$ cat config.mk
export PLATFORM = sky130hd
export DESIGN_NAME = ps2_rx_mmio_flat
export DESIGN_NICKNAME = d
export VERILOG_FILES = /design/src/rtl/ps2_rx_pkg.sv /design/src/rtl/ps2_rx_mmio_if.sv /design/src/rtl/ps2_rx_fifo.sv /design/src/rtl/ps2_rx_mmio.sv /design/src/flat_wrapper.sv
export SDC_FILE = /design/constraint.sdc
export NUM_CORES = 1
export LEC_CHECK = 0
export CORE_MARGIN = 2
export CORE_UTILIZATION = 50
export CTS_BUF_LIST = sky130_fd_sc_hd__clkbuf_4 sky130_fd_sc_hd__clkbuf_8
export DETAILED_ROUTE_END_ITERATION = 7
export GPL_ROUTABILITY_DRIVEN = 0
export MAX_ROUTING_LAYER = met4
export PLACE_DENSITY = 0.76
export SYNTH_ARGS = -nofsm -noshare
export SYNTH_HDL_FRONTEND = slang
export SYNTH_SLANG_ARGS = --single-unit
$ cat constraint.sdc
create_clock -name i_clock -period 2.2 [get_ports i_clock]
set_clock_uncertainty 0.1 [all_clocks]
set_input_delay 0.44 -clock i_clock [delete_from_list [all_inputs] [get_ports i_clock]]
set_output_delay 0.44 -clock i_clock [all_outputs]
set_load 0.01 [all_outputs]
$ cat src/rtl/ps2_rx_pkg.sv
// Shared types and constants for the PS/2 receiver with memory-mapped read port.
// Holds the deframer state enum, the default register addresses and the STATUS bit layout.
package ps2_rx_pkg;

    typedef enum logic [1:0] {
        S_IDLE   = 2'd0,
        S_DATA   = 2'd1,
        S_PARITY = 2'd2,
        S_STOP   = 2'd3
    } rx_state_t;

    localparam logic [31:0] DEF_ADDR_DATA   = 32'd4099;
    localparam logic [31:0] DEF_ADDR_STATUS = 32'd4100;

    localparam int ST_AVAIL   = 0;
    localparam int ST_FULL    = 1;
    localparam int ST_OVF     = 2;
    localparam int ST_FERR    = 3;
    localparam int ST_CNT_LSB = 4;

    // Eight data bits plus the parity bit must carry an odd number of ones.
    function automatic logic odd_parity_ok(input logic [8:0] bits);
        return ^bits;
    endfunction

endpackage

$ cat src/rtl/ps2_rx_mmio_if.sv
// CPU dmem read-port bundle: the CPU drives address and read strobe,
// the peripheral answers with its hit flag and read word.
interface ps2_rx_mmio_if;
    logic [31:0] addr;
    logic        rd_strobe;
    logic        hit;
    logic [31:0] rd_data;

    modport master (output addr, output rd_strobe, input hit, input rd_data);
    modport slave  (input addr, input rd_strobe, output hit, output rd_data);
endinterface

$ cat src/rtl/ps2_rx_fifo.sv
// Small synchronous byte FIFO. A pop in the same cycle frees room for a push into a full FIFO;
// a push that still finds no room is dropped and flagged on o_ovf for that cycle.
module ps2_rx_fifo #(
    parameter int DEPTH = 8
) (
    input  logic                       i_clock,
    input  logic                       i_reset_n,
    input  logic                       i_push,
    input  logic [7:0]                 i_data,
    input  logic                       i_pop,
    output logic [7:0]                 o_head,
    output logic                       o_empty,
    output logic                       o_full,
    output logic [$clog2(DEPTH):0]     o_count,
    output logic                       o_ovf
);
    localparam int AW = $clog2(DEPTH);
    localparam int CW = AW + 1;

    logic [7:0]    r_mem [DEPTH];
    logic [AW-1:0] r_wr_ptr;
    logic [AW-1:0] r_rd_ptr;
    logic [CW-1:0] r_count;
    logic          r_empty;
    logic          r_full;

    logic          w_pop_ok;
    logic          w_push_ok;
    logic [CW-1:0] w_count_next;

    assign w_pop_ok  = i_pop & ~r_empty;
    assign w_push_ok = i_push & (~r_full | w_pop_ok);
    assign o_ovf     = i_push & ~w_push_ok;

    always_comb begin
        w_count_next = r_count;
        if (w_push_ok && !w_pop_ok) begin
            w_count_next = r_count + CW'(1);
        end else if (w_pop_ok && !w_push_ok) begin
            w_count_next = r_count - CW'(1);
        end
    end

    always_ff @(posedge i_clock) begin
        if (w_push_ok) begin
            r_mem[r_wr_ptr] <= i_data;
        end
    end

    // Pointers are exactly AW bits wide, so they wrap modulo DEPTH on their own.
    always_ff @(posedge i_clock or negedge i_reset_n) begin
        if (!i_reset_n) begin
            r_wr_ptr <= '0;
            r_rd_ptr <= '0;
            r_count  <= '0;
            r_empty  <= 1'b1;
            r_full   <= 1'b0;
        end else begin
            if (w_push_ok) r_wr_ptr <= r_wr_ptr + AW'(1);
            if (w_pop_ok)  r_rd_ptr <= r_rd_ptr + AW'(1);
            r_count <= w_count_next;
            r_empty <= (w_count_next == '0);
            r_full  <= (w_count_next == CW'(DEPTH));
        end
    end

    assign o_head  = r_mem[r_rd_ptr];
    assign o_empty = r_empty;
    assign o_full  = r_full;
    assign o_count = r_count;

endmodule

$ cat src/rtl/ps2_rx_mmio.sv
// PS/2 device-to-host receiver: conditions the lines, deframes 11-bit frames,
// queues good bytes and serves DATA/STATUS words on the CPU dmem read port.
module ps2_rx_mmio
    import ps2_rx_pkg::*;
#(
    parameter int          FILTER_CYCLES  = 8,
    parameter int          TIMEOUT_CYCLES = 10000,
    parameter int          FIFO_DEPTH     = 8,
    parameter logic [31:0] ADDR_DATA      = DEF_ADDR_DATA,
    parameter logic [31:0] ADDR_STATUS    = DEF_ADDR_STATUS
) (
    input  logic          i_clock,
    input  logic          i_reset_n,
    input  logic          i_ps2_clk,
    input  logic          i_ps2_data,
    ps2_rx_mmio_if.slave  bus,
    output logic          o_rx_avail
);
    localparam int FW = $clog2(FILTER_CYCLES + 1);
    localparam int TW = $clog2(TIMEOUT_CYCLES + 1);
    localparam int CW = $clog2(FIFO_DEPTH) + 1;

    logic [1:0] w_sync;

    // Index 0 is the PS/2 clock, index 1 the PS/2 data line.
    for (genvar gi = 0; gi < 2; gi++) begin : g_sync
        logic r_s1;
        logic r_s2;
        always_ff @(posedge i_clock or negedge i_reset_n) begin
            if (!i_reset_n) begin
                r_s1 <= 1'b1;
                r_s2 <= 1'b1;
            end else begin
                r_s1 <= (gi == 0) ? i_ps2_clk : i_ps2_data;
                r_s2 <= r_s1;
            end
        end
        assign w_sync[gi] = r_s2;
    end

    logic          r_filt;
    logic          r_filt_d;
    logic [FW-1:0] r_fcnt;
    logic          w_event;
    logic          w_data;

    always_ff @(posedge i_clock or negedge i_reset_n) begin
        if (!i_reset_n) begin
            r_filt   <= 1'b1;
            r_filt_d <= 1'b1;
            r_fcnt   <= '0;
        end else begin
            r_filt_d <= r_filt;
            if (w_sync[0] == r_filt) begin
                r_fcnt <= '0;
            end else if (r_fcnt == FW'(FILTER_CYCLES - 1)) begin
                r_filt <= w_sync[0];
                r_fcnt <= '0;
            end else begin
                r_fcnt <= r_fcnt + FW'(1);
            end
        end
    end

    assign w_event = r_filt_d & ~r_filt;
    assign w_data  = w_sync[1];

    rx_state_t     r_state,  w_state_next;
    logic [2:0]    r_bitcnt, w_bitcnt_next;
    logic [7:0]    r_shreg,  w_shreg_next;
    logic          r_par_ok, w_par_ok_next;
    logic [TW-1:0] r_tmo,    w_tmo_next;
    logic          w_push_req;
    logic          w_ferr_set;

    always_ff @(posedge i_clock or negedge i_reset_n) begin
        if (!i_reset_n) begin
            r_state  <= S_IDLE;
            r_bitcnt <= '0;
            r_shreg  <= '0;
            r_par_ok <= 1'b0;
            r_tmo    <= '0;
        end else begin
            r_state  <= w_state_next;
            r_bitcnt <= w_bitcnt_next;
            r_shreg  <= w_shreg_next;
            r_par_ok <= w_par_ok_next;
            r_tmo    <= w_tmo_next;
        end
    end

    always_comb begin
        w_state_next  = r_state;
        w_bitcnt_next = r_bitcnt;
        w_shreg_next  = r_shreg;
        w_par_ok_next = r_par_ok;
        w_tmo_next    = (r_state == S_IDLE || w_event) ? '0 : r_tmo + TW'(1);
        w_push_req    = 1'b0;
        w_ferr_set    = 1'b0;

        case (r_state)
            S_IDLE: begin
                if (w_event && !w_data) begin
                    w_state_next  = S_DATA;
                    w_bitcnt_next = '0;
                end
            end
            S_DATA: begin
                if (w_event) begin
                    w_shreg_next  = {w_data, r_shreg[7:1]};
                    w_bitcnt_next = r_bitcnt + 3'd1;
                    if (r_bitcnt == 3'd7) w_state_next = S_PARITY;
                end
            end
            S_PARITY: begin
                if (w_event) begin
                    w_par_ok_next = odd_parity_ok({r_shreg, w_data});
                    w_state_next  = S_STOP;
                end
            end
            S_STOP: begin
                if (w_event) begin
                    if (w_data && r_par_ok) w_push_req = 1'b1;
                    else                    w_ferr_set = 1'b1;
                    w_state_next = S_IDLE;
                end
            end
            default: w_state_next = S_IDLE;
        endcase

        // A stalled frame is abandoned so the receiver can catch the next start bit.
        if (r_state != S_IDLE && !w_event && r_tmo >= TW'(TIMEOUT_CYCLES - 1)) begin
            w_state_next  = S_IDLE;
            w_bitcnt_next = '0;
            w_shreg_next  = '0;
            w_tmo_next    = '0;
            w_ferr_set    = 1'b1;
        end
    end

    logic          r_push;
    logic [7:0]    r_push_byte;
    logic          r_ovf;
    logic          r_ferr;
    logic          w_pop;
    logic          w_st_rd;
    logic [7:0]    w_head;
    logic          w_empty;
    logic          w_full;
    logic [CW-1:0] w_count;
    logic          w_ovf_set;

    assign w_pop   = bus.rd_strobe && (bus.addr == ADDR_DATA);
    assign w_st_rd = bus.rd_strobe && (bus.addr == ADDR_STATUS);

    always_ff @(posedge i_clock or negedge i_reset_n) begin
        if (!i_reset_n) begin
            r_push      <= 1'b0;
            r_push_byte <= '0;
            r_ovf       <= 1'b0;
            r_ferr      <= 1'b0;
        end else begin
            r_push      <= w_push_req;
            r_push_byte <= r_shreg;
            r_ovf       <= w_ovf_set  | (r_ovf  & ~w_st_rd);
            r_ferr      <= w_ferr_set | (r_ferr & ~w_st_rd);
        end
    end

    ps2_rx_fifo #(
        .DEPTH (FIFO_DEPTH)
    ) u_fifo (
        .i_clock   (i_clock),
        .i_reset_n (i_reset_n),
        .i_push    (r_push),
        .i_data    (r_push_byte),
        .i_pop     (w_pop),
        .o_head    (w_head),
        .o_empty   (w_empty),
        .o_full    (w_full),
        .o_count   (w_count),
        .o_ovf     (w_ovf_set)
    );

    assign o_rx_avail = ~w_empty;

    always_comb begin
        bus.hit     = (bus.addr == ADDR_DATA) || (bus.addr == ADDR_STATUS);
        bus.rd_data = '0;
        if (bus.addr == ADDR_DATA) begin
            if (!w_empty) bus.rd_data = {23'd0, 1'b1, w_head};
        end else if (bus.addr == ADDR_STATUS) begin
            bus.rd_data[ST_AVAIL]            = ~w_empty;
            bus.rd_data[ST_FULL]             = w_full;
            bus.rd_data[ST_OVF]              = r_ovf;
            bus.rd_data[ST_FERR]             = r_ferr;
            bus.rd_data[ST_CNT_LSB +: CW]    = w_count;
        end
    end

endmodule

$ cat src/flat_wrapper.sv
// flat-port wrapper written by rule: the top's interface ports become plain ports
module ps2_rx_mmio_flat import ps2_rx_pkg::*;
#(
    parameter int          FILTER_CYCLES  = 8,
    parameter int          TIMEOUT_CYCLES = 10000,
    parameter int          FIFO_DEPTH     = 8,
    parameter logic [31:0] ADDR_DATA      = DEF_ADDR_DATA,
    parameter logic [31:0] ADDR_STATUS    = DEF_ADDR_STATUS
)
  (i_clock, i_reset_n, i_ps2_clk, i_ps2_data, o_rx_avail, bus_addr, bus_rd_strobe, bus_hit, bus_rd_data);
  ps2_rx_mmio_if bus_i ();
  input  logic i_clock;
  input  logic i_reset_n;
  input  logic i_ps2_clk;
  input  logic i_ps2_data;
  output logic o_rx_avail;
  input wire logic [$bits(bus_i.addr)-1:0] bus_addr;
  input wire logic [$bits(bus_i.rd_strobe)-1:0] bus_rd_strobe;
  output wire logic [$bits(bus_i.hit)-1:0] bus_hit;
  output wire logic [$bits(bus_i.rd_data)-1:0] bus_rd_data;
  assign bus_i.addr = bus_addr;
  assign bus_i.rd_strobe = bus_rd_strobe;
  assign bus_hit = bus_i.hit;
  assign bus_rd_data = bus_i.rd_data;
  ps2_rx_mmio #(.FILTER_CYCLES(FILTER_CYCLES), .TIMEOUT_CYCLES(TIMEOUT_CYCLES), .FIFO_DEPTH(FIFO_DEPTH), .ADDR_DATA(ADDR_DATA), .ADDR_STATUS(ADDR_STATUS)) u_core (.i_clock(i_clock), .i_reset_n(i_reset_n), .i_ps2_clk(i_ps2_clk), .i_ps2_data(i_ps2_data), .bus(bus_i), .o_rx_avail(o_rx_avail));
endmodule
==> results of run 1 <==
cells in the mapped netlist, types with 4 or more instances:
master	n	area, µm²
nor4_1	7	43.79
nor2_1	35	131.4
nand3_1	6	30.03
o21ai_0	22	110.1
and3_1	4	25.02
nand2b_1	4	25.02
xor2_1	7	61.31
dfstp_2	7	183.9
dfrtp_1	54	1351
mux2_2	4	45.04
inv_1	10	37.54
nor3_1	8	40.04
mux2i_1	11	110.1
clkbuf_1	8	30.03
mux4_2	16	360.4
xnor2_1	18	157.7
ha_1	12	150.1
buf_4	23	172.7
nand2_1	50	187.7
edfxtp_1	64	1922
final timing paths:
path / start / end / slack, ns / cells after the start
worst max-delay path: u_core.u_fifo.r_rd_ptr[0]$_DFFE_PN0P_ / bus_rd_data[5] / -0.40 / 7
worst min-delay path: u_core.g_sync[1].r_s1$_DFF_PN1_ / u_core.g_sync[1].r_s2$_DFF_PN1_ / 0.26 / 0
worst max register to register: u_core.r_tmo[7]$_DFF_PN0_ / u_core.r_bitcnt[2]$_DFFE_PN0P_ / 0.16 / 6
worst min register to register: u_core.g_sync[1].r_s1$_DFF_PN1_ / u_core.g_sync[1].r_s2$_DFF_PN1_ / 0.26 / 0
max in group asynchronous: i_reset_n / u_core.u_fifo.o_empty$_DFF_PN1_ / 0.90 / 3
min in group asynchronous: i_reset_n / u_core.r_fcnt[3]$_DFF_PN0_ / 0.42 / 2
where the power goes:
group / internal [W] / leakage (nW) / switching (W)
Combinational: 0.000298 / 1.25 / 0.000392
Sequential: 0.00265 / 1.44 / 0.000156
Clock: 0.00102 / 0.192 / 0.000882
registers in the layout, summed over array words and instances, names as in the netlist, 3 cells and up:
name	count
u_core.r_bitcnt	3
u_core.r_fcnt	4
u_core.r_push_byte	8
u_core.r_shreg	8
u_core.r_tmo	14
u_core.u_fifo.o_count	4
u_core.u_fifo.r_mem	64
u_core.u_fifo.r_rd_ptr	3
u_core.u_fifo.r_wr_ptr	3
kinds of logic after synthesis:
kind of cell,count (synthesis)
mux,31
other cells,1
xor+xnor,28
flops,125
simple gates,130
buf+inv,45
fa+ha+maj,12
compound gates,39
final cells by class:
class / instances / area (µm²)
multi-input combinational: 263 / 2220
sequential: 125 / 3458
fill: 768 / 3613
clock buffer: 18 / 241.5
tap: 140 / 175.2
timing repair buffer: 90 / 903.4
clock inverter: 14 / 141.4
inverter: 10 / 40.04
worst max-delay path: cells and delay by family, from the launching register on:
kind / cells / cell delay, ns
AOI/OAI and AO/OA: 1 / 0.05
muxes: 2 / 0.67
buffers and inverters: 4 / 0.52
DFF: 1 / 0.39
what timing repair did:
item                                   4_1_cts  5_1_grt
gates cloned                                 1        0
resized for setup                          162       10
endpoints found under the hold margin       16        0
setup endpoints to repair                   82       77
pin swaps                                   18       10
setup buffers                                6        1
hold buffers                                 1        0
through the flow:
stage / total power (W) / cell area (µm²) / util [%]
floorplan: 0.003304 / 5883 / -
global placement: 0.003501 / 6681 / 61.91
detailed placement: 0.003556 / 6681 / 61.91
CTS: 0.005454 / 7182 / 66.54
global route: 0.005672 / 7179 / 66.52
finish: 0.005394 / 7179 / 66.52
per-layer routing:
layer / wire [µm] / track usage [%] / up-vias
met5: 0 / - / -
met4: 115 / 7.052 / 0
met3: 648 / 5.858 / 11
met2: 5833 / 34.74 / 94
met1: 4256 / 22.52 / 1707
li1: - / - / 1622
==> impl_summary.log, run 1 <==
[metrics] outcome: finished with violations
[metrics] violations in the final reports: negative setup slack
[metrics] Tot GR Track Use: 20.19%
[metrics] clock-pin slew of the registers on the worst-case setup and hold paths: roughly 0.07 ns
[metrics] number of nets in the finished design: 556
[metrics] largest net degree at the start of global routing: 25
[metrics] Setup crit end kind: primary output
[metrics] die outline width: 109.2 µm
[metrics] first-pass GRT wire length: 17,070 µm
[metrics] share of synthesized area spent on multiplexers: 9.321%
[metrics] Syn Inst Count: 411
[metrics] total die area: 11,920 µm²
[metrics] share of the clock period used by the worst path after layout: 118.4%
[metrics] adder-cell area share of the yosys netlist: 2.715%
[metrics] number of hold violations in the final report: 0
[metrics] I/O pin count: 71
[metrics] detailed placer's ending HPWL: 7673 µm
[metrics] Detailed Route Iter0 Violations: 140
[metrics] static leakage: 2.889 nW
[metrics] most frequently used flop master after synthesis: edfxtp_1
[metrics] aggregate routed wire length: 10,850 µm
[metrics] final-report setup violation count: 9
[metrics] number of global-route vias before repair: 3,518
[metrics] die height: 109.2 µm
[metrics] CP required: 1.66 ns
[metrics] Remaining DRCs: 0
[metrics] post-synthesis share of cell area spent on and, or, nand and nor gates: about 11%
[metrics] placed cell count: 621
[metrics] total overflow reported by the global router: 0
[metrics] initial antenna violation count: 0
[metrics] Max VDD drop: 0.8296 mV
[metrics] vias after detailed routing: roughly 3.4k
[metrics] maxcap violations: 0
[metrics] Max Clk Rate: 383.9 MHz
[metrics] Area growth syn-to-layout: 29.82%
[metrics] Clock Root Buffer: clkbuf_8
[metrics] post-synth design cell area: 5530 µm²
[metrics] XOR/XNOR share of the synthesized area: 4.842%
[metrics] max-slew headroom at the worst pin: 63.06%
[metrics] ratio of cells with drive above 1 in the final layout: 33.08%
[metrics] unrepaired setup endpoints after global routing: yes
[metrics] type of the setup path with the least slack: reg -> out
[metrics] number of register bits inferred by synthesis: 125
[metrics] Final Critical Period: 2.605 ns
[metrics] later-pin clock latency in the skew report: ~0.43 ns
[metrics] synthesized-area fraction occupied by ao, oa, aoi and oai cells: 4.367%
[metrics] maximum cell stage delay along the critical path: 0.49 ns
[metrics] total negative slack for setup checks: -3.213 ns
[metrics] proportion of register bits with asynchronous set or reset after synthesis: 48.80%
[metrics] DP Worst Slack: -1.236 ns
[metrics] DRT antenna net count: 0
[metrics] effective utilization at floorplan: 51.24%
[metrics] antenna cell count: 0
[metrics] sequential element share of the synthesized area: 62.51%
[metrics] transition time of the tightest slew-check pin: 0.5540 ns
[metrics] Syn Area/Cell: 13.46 µm²
[metrics] maximum fanout along the worst path: 6
[metrics] Slew Viols, Final: 0
[metrics] leading cell type in the layout, fill and taps excluded: edfxtp_1
[metrics] final std cells w/o fill: 660
[metrics] Worst path slowest cell: mux4_2
[metrics] maximum clock insertion buffer count: 2
[metrics] clock tree from TritonCTS: built
[metrics] Top cell by count, worst path: buf_12
[metrics] site row count: 38
[metrics] clock tree sinks: between 100 and 150
[metrics] chain of cells forming the critical path: buf_12, buf_12, mux4_2, mux2i_1, buf_4, o21ai_4, buf_6
[metrics] startpoint kind of the worst setup timing path: flip-flop
[metrics] clock buffers created by TritonCTS: 17
[metrics] hold slack final: 0.2594 ns
[metrics] mean number of vias per cell: 5.203
[metrics] count of input and output buffers: 47
[metrics] number of levels in the clock H-tree: 4
[metrics] arrival time of data at the critical path endpoint: around 2.1 ns
[metrics] detail-routed net length per standard cell: ~16 µm
[metrics] type of the most critical hold path: reg -> reg
[metrics] number of enable-type register cells in the synthesized netlist: 64
[metrics] length of the first detailed-routing pass in iterations: 4
[metrics] commonest non-fill, non-tap cells in the layout: edfxtp_1 (64), dfrtp_1 (53), nand2_1 (49)
[metrics] core region area: 10,790 µm²
[metrics] dominant combinational cell family by area after synthesis: simple AND/OR/NAND/NOR gates
[metrics] Synthesis Warnings: 0
[metrics] PD cells: ~750 nW/µm²
[metrics] post-synth cell types: 46
[metrics] final worst-path setup slack: -0.4049 ns
Power figures use the tool's default switching activity.
==> inputs of run 2 (changes only) <==
--- a/config.mk
+++ b/config.mk
@@ -9,9 +9,10 @@
 export CORE_UTILIZATION = 50
 export CTS_BUF_LIST = sky130_fd_sc_hd__clkbuf_4 sky130_fd_sc_hd__clkbuf_8
 export DETAILED_ROUTE_END_ITERATION = 7
+export DONT_BUFFER_PORTS = 1
 export GPL_ROUTABILITY_DRIVEN = 0
 export MAX_ROUTING_LAYER = met4
-export PLACE_DENSITY = 0.76
+export PLACE_DENSITY = 0.68
 export SYNTH_ARGS = -nofsm -noshare
 export SYNTH_HDL_FRONTEND = slang
 export SYNTH_SLANG_ARGS = --single-unit
==> constraint.sdc (replaced) <==
create_clock -name i_clock -period 2.2 [get_ports i_clock]
set_clock_uncertainty 0.1 [all_clocks]
set_input_delay 0.33 -clock i_clock [delete_from_list [all_inputs] [get_ports i_clock]]
set_output_delay 0.33 -clock i_clock [all_outputs]
set_load 0.01 [all_outputs]
==> run 2 against run 1 <==
- the flow still finishes with violations (negative setup slack)
- routed wire length shrank 3.5%
- global-route usage shrank 1.1 points
- final cell count shrank 8.0%
- register-to-register slack lost 0.06 ns
- core utilization shrank 4.5 points
- count of clock-buffer cells in the layout grew 3
- critical path depth shrank 2
- maximum frequency grew 11%
- sequential power is essentially flat
- highest routed layer unchanged
==> impl_summary.log, run 2 (synthesis gave the netlist of run 1 again) <==
[metrics] clock tree sinks: 125
[metrics] ratio of cells with drive above 1 in the final layout: 29.34%
[metrics] placed cell count: 565
[metrics] commonest non-fill, non-tap cells in the layout: edfxtp_1 (64), dfrtp_1 (53), nand2_1 (49)
[metrics] type of the setup path with the least slack: reg -> out
[metrics] cell area after placement: 6058 µm²
[metrics] effective utilization at floorplan: 51.24%
[metrics] Remaining DRCs: 0
[metrics] maximum cell stage delay along the critical path: approximately 0.55 ns
[metrics] detail-routed net length per standard cell: 17.25 µm
[metrics] flip-flop count of the largest register, all copies and words added: 64
[metrics] detailed placer's ending HPWL: 7051 µm
[metrics] Layout fillers: 790
[metrics] maxcap violations: 0
[metrics] unrepaired setup endpoints after global routing: yes
[metrics] arrival time of data at the critical path endpoint: 1.91 ns
[metrics] clock tree from TritonCTS: built
[metrics] aggregate routed wire length: 10,470 µm
[metrics] CP required: 1.77 ns
[metrics] Total Power Consumption: 0.005510 W
[metrics] outcome: finished with violations
[metrics] clock-pin slew of the registers on the worst-case setup and hold paths: 0.07 ns
[metrics] Slew Viols, Final: 0
[metrics] later-pin clock latency in the skew report: 0.43 ns
[metrics] I/O pin count: 71
[metrics] startpoint kind of the worst setup timing path: flip-flop
[metrics] post-layout instance area: 6690 µm²
[metrics] clock buffers created by TritonCTS: 17
[metrics] number of nets in the finished design: 503
[metrics] Tot GR Track Use: 19.09%
[metrics] antenna cell count: 0
[metrics] Max VDD drop: 0.6402 mV
[metrics] violations in the final reports: negative setup slack
[metrics] Max Clk Rate: roughly 430 MHz
[metrics] total overflow reported by the global router: 0
[metrics] vias after detailed routing: 3,230
[metrics] number of hold violations in the final report: 0
[metrics] utilization after layout: 61.99%
[metrics] share of the clock period used by the worst path after layout: 106.3%
[metrics] largest register by flop count: u_core.u_fifo.r_mem
[metrics] leading cell type in the layout, fill and taps excluded: edfxtp_1
[metrics] final std cells w/o fill: slightly above 600
[metrics] length of the first detailed-routing pass in iterations: 4
[metrics] static leakage: 2.622 nW
[metrics] max-slew headroom at the worst pin: 63.47%
[metrics] total die area: between 10,000 and 15,000 µm²
[metrics] Detailed Route Iter0 Violations: 205
[metrics] die height: 109.2 µm
[metrics] count of input and output buffers: 0
[metrics] transition time of the tightest slew-check pin: roughly 0.55 ns
[metrics] number of buffers and inverters on the critical path: 2
[metrics] die outline width: 109.2 µm
[metrics] core region area: 10,790 µm²
[metrics] maximum clock insertion buffer count: 2
[metrics] number of global-route vias before repair: 3,245
[metrics] largest net degree at the start of global routing: 62
[metrics] registers with the most flip-flops: u_core.u_fifo.r_mem x64, u_core.r_tmo x14
[metrics] Area growth syn-to-layout: 20.97%
[metrics] mean number of vias per cell: approximately 5.3
[metrics] maximum fanout along the worst path: 9
[metrics] DRT antenna net count: 0
[metrics] chain of cells forming the critical path: buf_12, mux4_2, mux2i_4, o21ai_2, buf_6
[metrics] total negative slack for setup checks: -0.8004 ns
[metrics] PD cells: 823.6 nW/µm²
[metrics] Clock Root Buffer: clkbuf_8
[metrics] site row count: 38
[metrics] final-report setup violation count: 8
[metrics] number of levels in the clock H-tree: 4
[metrics] Worst path slowest cell: mux4_2
[metrics] Final Critical Period: 2.338 ns
[metrics] Setup crit end kind: primary output
[metrics] final worst-path setup slack: -0.1384 ns
[metrics] type of the most critical hold path: in -> reg
[metrics] initial antenna violation count: 0
[metrics] kind of cell adding the most delay to the critical path: multiplexers
[metrics] first-pass GRT wire length: 16,030 µm
[run 2: cell count changes in the layout (fill, tap and decap cells not counted), moves of 5 or more]
cell and change:
o21ai_2 +6, buf_6 -13, buf_4 -6, clkdlybuf4s15_1 -5, o21ai_4 -6, buf_2 -17
[run 2: metal layers]
| metal | vias up | global-route usage [%] | part of all wire [%] |
|---|---|---|---|
| li1 | 1509 | - | - |
| met1 | 1610 | 21.90 | 39 |
| met2 | 94 | 32.08 | 53 |
| met3 | 17 | 5.081 | 6.4 |
| met4 | 0 | 7.505 | 1.8 |
| met5 | - | - | 0 |
[run 2: worst paths after layout]
check	startpoint	to	slack (ns)	cells past startpoint
setup reg to reg	u_core.u_fifo.o_empty$_DFF_PN1_	u_core.u_fifo.o_empty$_DFF_PN1_	0.10	8
hold / removal	bus_rd_strobe	u_core.r_ovf$_DFF_PN0_	0.1	2
setup / recovery	u_core.u_fifo.r_rd_ptr[0]$_DFFE_PN0P_	bus_rd_data[6]	-0.14	5
min in group asynchronous	i_reset_n	u_core.u_fifo.r_rd_ptr[1]$_DFFE_PN0P_	0.32	2
max in group asynchronous	i_reset_n	u_core.g_sync[1].r_s2$_DFF_PN1_	1.37	2
hold reg to reg	u_core.g_sync[0].r_s1$_DFF_PN1_	u_core.g_sync[0].r_s2$_DFF_PN1_	0.26	0
[run 2: power by group]
part	internal, W	leakage (nW)	switching (W)	total (W)
Sequential	0.00265	1.44	0.000154	0.00280
Combinational	0.000243	0.961	0.000369	0.000612
Clock	0.00122	0.217	0.000879	0.00210
Total	0.00411	2.62	0.00140	0.00551
[run 2: timing repair]
item	in CTS	in global routing
hold buffers	4	0
setup endpoints to repair	8	25
buffers inserted	5	1
hold endpoints to repair	63	0
resized for setup	9	16
cloned	1	0
pin swaps	0	4
[run 2: layout make-up]
class | count | area [µm²] | share of cell area, %
Multi-Input combinational cell | 263 | 2148 | 32.11
Timing Repair Buffer | 37 | 449.2 | 6.714
Clock buffer | 21 | 282.8 | 4.227
Clock inverter | 11 | 138.9 | 2.076
Tap cell | 140 | 175.2 | 2.618
Sequential cell | 125 | 3458 | 51.69
Inverter | 10 | 37.54 | 0.5611
[run 2: per-stage QoR]
stage | hold slack [ns] | worst slack [ns]
after floorplan | -0.06559 | -0.1211
after global placement | -0.06401 | -0.1162
after detailed placement | -0.06410 | -0.1813
after CTS | 0.08510 | -0.1940
after global routing | 0.1034 | -0.2052
final | 0.09630 | -0.1384
